**config.mk**
```make
export PLATFORM = sky130hd
export DESIGN_NAME = gold_code_correlator
export DESIGN_NICKNAME = d
export VERILOG_FILES = /design/src/rtl/gold_code_correlator.sv
export SDC_FILE = /design/constraint.sdc
export NUM_CORES = 1
export LEC_CHECK = 0
export BUFFER_PORTS_ARGS = -buffer_cell sky130_fd_sc_hd__buf_2
export CORE_MARGIN = 2
export CORE_UTILIZATION = 57
export CTS_CLUSTER_SIZE = 10
export DETAILED_ROUTE_END_ITERATION = 10
export PLACE_DENSITY = 0.77
export SYNTH_ARGS = -nofsm -noshare
export SYNTH_HDL_FRONTEND = slang
export SYNTH_SLANG_ARGS = --single-unit
```
**constraint.sdc**
```tcl
create_clock -name clkin -period 8.5 [get_ports clkin]
set_clock_uncertainty 0.1 [all_clocks]
set_input_delay 1.7 -clock clkin [delete_from_list [all_inputs] [get_ports clkin]]
set_output_delay 1.7 -clock clkin [all_outputs]
set_load 0.05 [all_outputs]
```
**src/rtl/gold_code_correlator.sv**
```systemverilog
// Despreader for an N-chip Gold code: holds a serially loaded reference period,
// correlates the received chip stream against it, locks on peaks and emits one bit per period.
module gold_code_correlator #(
  parameter int N        = 63,
  parameter int THRESH   = 48,
  parameter int MISS_MAX = 3
) (
  input  logic                          clkin,
  input  logic                          rst,
  input  logic                          ref_bit,
  input  logic                          ref_we,
  input  logic                          chip_in,
  input  logic                          chip_valid,
  output logic                          ready,
  output logic signed [$clog2(N+1):0]   corr,
  output logic                          corr_valid,
  output logic                          peak,
  output logic                          data_bit,
  output logic                          data_valid,
  output logic                          locked
);

  localparam int CW   = $clog2(N + 1) + 1;
  localparam int CNTW = $clog2(N + 1);
  localparam int MW   = $clog2(MISS_MAX + 1);

  typedef enum logic [1:0] {
    LOAD   = 2'd0,
    FILL   = 2'd1,
    SEARCH = 2'd2,
    LOCKED = 2'd3
  } state_t;

  state_t              state, state_next;
  logic [N-1:0]        ref_reg, window, window_next;
  logic [CNTW-1:0]     ref_cnt, fill_cnt, phase;
  logic [MW-1:0]       miss_cnt;
  logic [CW-1:0]       pop, mag;
  logic signed [CW-1:0] corr_next;
  logic                is_peak, chip_ok, last_phase;
  logic                corr_upd, data_upd, peak_upd;

  // Correlation is taken over the window as it will look after this chip shifts in.
  always_comb begin
    window_next = {window[N-2:0], chip_in};
    pop = '0;
    for (int i = 0; i < N; i++) begin
      pop = pop + CW'(window_next[i] ^ ref_reg[i]);
    end
    corr_next  = CW'(N) - (pop << 1);
    mag        = corr_next[CW-1] ? CW'(-corr_next) : CW'(corr_next);
    is_peak    = (mag >= CW'(THRESH));
    chip_ok    = chip_valid && !ref_we && (state != LOAD);
    last_phase = (phase == CNTW'(N - 1));
  end

  always_comb begin
    state_next = state;
    corr_upd   = 1'b0;
    data_upd   = 1'b0;
    peak_upd   = 1'b0;
    if (ref_we) begin
      if (state != LOAD) begin
        state_next = LOAD;
      end else if (ref_cnt == CNTW'(N - 1)) begin
        state_next = FILL;
      end
    end else if (chip_valid) begin
      case (state)
        FILL: begin
          if (fill_cnt == CNTW'(N - 1)) begin
            corr_upd = 1'b1;
            if (is_peak) begin
              data_upd   = 1'b1;
              peak_upd   = 1'b1;
              state_next = LOCKED;
            end else begin
              state_next = SEARCH;
            end
          end
        end
        SEARCH: begin
          corr_upd = 1'b1;
          if (is_peak) begin
            data_upd   = 1'b1;
            peak_upd   = 1'b1;
            state_next = LOCKED;
          end
        end
        LOCKED: begin
          corr_upd = 1'b1;
          // Only the chip that completes a code period is evaluated while locked.
          if (last_phase) begin
            data_upd = 1'b1;
            peak_upd = is_peak;
            if (!is_peak && miss_cnt == MW'(MISS_MAX - 1)) begin
              state_next = SEARCH;
            end
          end
        end
        default: ;
      endcase
    end
  end

  always_ff @(posedge clkin) begin
    if (rst) begin
      state <= LOAD;
    end else begin
      state <= state_next;
    end
  end

  always_ff @(posedge clkin) begin
    if (rst) begin
      ref_reg    <= '0;
      window     <= '0;
      ref_cnt    <= '0;
      fill_cnt   <= '0;
      phase      <= '0;
      miss_cnt   <= '0;
      corr       <= '0;
      corr_valid <= 1'b0;
      peak       <= 1'b0;
      data_bit   <= 1'b0;
      data_valid <= 1'b0;
    end else begin
      corr_valid <= 1'b0;
      peak       <= 1'b0;
      data_valid <= 1'b0;
      if (ref_we) begin
        ref_reg <= {ref_reg[N-2:0], ref_bit};
        if (state == LOAD) begin
          ref_cnt <= (ref_cnt == CNTW'(N - 1)) ? '0 : ref_cnt + CNTW'(1);
        end else begin
          // A reload write is the first chip of the new reference.
          ref_cnt  <= CNTW'(1);
          window   <= '0;
          fill_cnt <= '0;
          phase    <= '0;
          miss_cnt <= '0;
        end
      end else if (chip_ok) begin
        window <= window_next;
        if (state == FILL) begin
          fill_cnt <= fill_cnt + CNTW'(1);
        end
        if (state == LOCKED) begin
          phase <= last_phase ? '0 : phase + CNTW'(1);
        end else begin
          phase <= '0;
        end
        if (state == LOCKED && last_phase) begin
          miss_cnt <= (is_peak || miss_cnt == MW'(MISS_MAX - 1)) ? '0 : miss_cnt + MW'(1);
        end else if (state != LOCKED) begin
          miss_cnt <= '0;
        end
        if (corr_upd) begin
          corr       <= corr_next;
          corr_valid <= 1'b1;
        end
        if (data_upd) begin
          data_bit   <= !corr_next[CW-1] && (corr_next != '0);
          data_valid <= 1'b1;
          peak       <= peak_upd;
        end
      end
    end
  end

  assign ready  = (state != LOAD);
  assign locked = (state == LOCKED);

endmodule

```
==> flow_summary.ini <==
[run_status]
outcome = finished, final reports clean

[floorplan]
ios = 19
die_x_um = 121
core_um2 = 13300
die_h_um = 121
fp-row-count = 42
start_util = 0.586
die_area_um2 = 14600

[critical_path]
critPathMaxFanout = 4
crit_slowest_cell = fa_1
worstSetupPathType = input pin to register
crit_path_frequent_cell = fa_1
startpoint_type = input pin
worstPathArrival_ns = 8.45
endpoint_kind = register
cp_cell_sequence = buf_2 -> xnor2_1 -> fa_1 -> inv_1 -> fa_1 -> fa_1 -> fa_1 -> fa_1 -> fa_1 -> inv_1 -> fa_1 -> fa_1 -> fa_2 -> fa_2 -> nor2b_4 -> o21a_1 -> o211ai_1 -> a32oi_4 -> nand2_2 -> o311ai_4 -> mux2_4
required_ns = 8.71
max_stage_delay_ns = 0.57

[timing]
relSlewSlack = 0.388
tightest_slew_ns = 0.918
finalCriticalPeriod_ns = 8.25
hold_ws_ns = 0.355
max_freq_mhz = 121
post-route-period-util = 0.970
hold_viol_final = 0
maxSlewViolCount = 0
finalSetupViolCount = 0
rsz0062_at_grt = false

[yosys]
synth_area_leaders = dfxtp_1, fa_1, mux2i_1, a22o_1, nor2_1
synth_top_area_cell = dfxtp_1
synthFlopType = dfxtp_1
ys_seq_area_frac = 0.406
synth.avg_cell_area_um2 = 10.6
async_reset_ff_frac = 0
yosysWarnings = 0
syn-num-nets = 814
netlist_area_um2 = 7790
synth.distinct_cells = 53
synth_top_area_share = 0.406
synth_edf_count = 0
ys_ff_latch = 158
synth_cells = 732

[cts]
cts_made_buffers = 17
htreeDepth = 4
hold_buffers = 0
root_buffer = clkbuf_16
clk_pin_slew_worst_paths_ns = 0.06
clk_latency_ns = 0.42
cts_buffer_depth = 2
clock-sinks = 158
cts_tree = built

[finish]
register_area_um2 = 3160
multi_input_area_um2 = 4360
diodes = 0
fin_area_um2 = 8770
largest_reg_flops = 63
drive_gt1_frac = 0.108
layout.nets = 841
areaGrowthSynthToFinish_pct = 12.6
fillers = 998

[power_and_ir_drop]
p_per_area_nw_per_um2 = 189
total_leakage_power_nw = 3.98
ir_worst_vdd_v = 0.000187

[routing]
firstDrtPassIters = 5
drt_iter0_drc = 296
drc_errors = 0
ant_nets = 0
vias = 5247
wl_um = 15100
wire_per_inst_um = 15.9
viasPerCell = 5.54

[placement]
hpwl_um = 10500
gp_congestion = 0.854
io_buffers = 18
dpl_cell_area_um2 = 8150

[min_path]
hold_class = register to register

[global_route]
grt_pass1_vias = 5263
grt_pass1_wl_um = 25400
grt_max_degree = 85
grt_usage = 0.220
grt_overflow_total = 0
antenna_found_initial = 0

[job]
cap_violations = 0
[power by group]
part / switching, mW / internal [mW] / leakage, nW
clock network: 0.295 / 0.454 / 0.283
logic: 0.105 / 0.0459 / 2.43
registers: 0.0104 / 0.749 / 1.27
[placed cells by master (no fill, tap or decap), types with 3 or more instances in the layout]
cell type    n
dfxtp_1    158
nor2_1     102
mux2i_1     67
a22o_1      62
inv_1       53
fa_1        51
xor2_1      37
xnor2_1     37
ha_1        23
buf_4       21
nand2_1     19
clkbuf_16   17
buf_2       17
a21oi_1     12
nand3_1      7
a311oi_1     6
o21ai_0      6
nand4_1      6
a211oi_1     4
a41oi_1      3
nor3_1       3
or3_1        3
a31oi_1      3
clkbuf_8     3
clkinv_2     3
[kinds of logic (layout without fill, tap and decap cells)]
| group | count (synthesis) | count (layout) | share of synthesized area |
|---|---|---|---|
| XOR/XNOR | 74 | 74 | 0.0832 |
| adder cells (fa/ha/maj) | 76 | 76 | 0.173 |
| AND/OR/NAND/NOR | 159 | 159 | 0.0886 |
| buffers and inverters | 83 | 122 | 0.0400 |
| AO/OA/AOI/OAI | 113 | 113 | 0.120 |
| flip-flops | 158 | 158 | 0.406 |
| multiplexers | 69 | 69 | 0.0894 |
[per-layer routing]
layer	track usage	part of all wire
met3	0.0493	0.034
met4	0.0618	0.0095
met1	0.288	0.46
met5	0	0
met2	0.368	0.50
[cell usage after synthesis (7+ instances only)]
library cell    n
a21oi_1        12
a22o_1         62
buf_1           7
clkbuf_1       23
dfxtp_1       158
fa_1           53
ha_1           23
inv_1          53
mux2i_1        67
nand2_1        19
nand3_1         7
nor2_1        104
xnor2_1        37
xor2_1         37
[cell type report]
| type | count | share of cell area |
|---|---|---|
| inverters | 53 | 0.0227 |
| flip-flops and latches | 158 | 0.361 |
| repair buffers | 38 | 0.0277 |
| clock inverters | 9 | 0.0123 |
| well taps | 176 | 0.0251 |
| multi-input cells | 491 | 0.498 |
| clock buffers | 22 | 0.0541 |
[repair_timing]
| action | 4_1_cts | 5_1_grt |
|---|---|---|
| setup endpoints to repair | 0 | 2 |
| gates resized for setup | 0 | 4 |
| buffers inserted | 0 | 1 |
[worst max-delay path: cells and delay by family]
family / cells / cell delay (ns)
compound gates: 4 / 0.89
xor+xnor: 1 / 0.14
fa+ha+maj: 10 / 4.90
buf+inv: 3 / 0.24
mux: 1 / 0.32
simple gates: 2 / 0.27
[metrics by stage]
step	power [mW]	setup WS (ns)	utilization	TNS [ns]	cells
2_1_floorplan	0.888	0.0137	-	0	732
3_3_place_gp	0.919	-0.178	0.613	-0.234	915
3_5_place_dp	0.925	-0.311	0.613	-0.883	915
4_1_cts	1.67	0.125	0.657	0	946
5_1_grt	1.71	0.0220	0.660	0	947
6_report	1.66	0.255	0.660	0	947
[worst paths after layout]
kind | from | end | slack [ns] | depth (start not counted)
worst max-delay path | chip_in | state[0] | 0.25 | 21
worst min-delay path | miss_cnt[0] | miss_cnt[0] | 0.35 | 2
worst max register to register | window[46] | state[0] | 1.16 | 21
worst min register to register | miss_cnt[0] | miss_cnt[0] | 0.35 | 2
(Power assumes the default switching activity.)
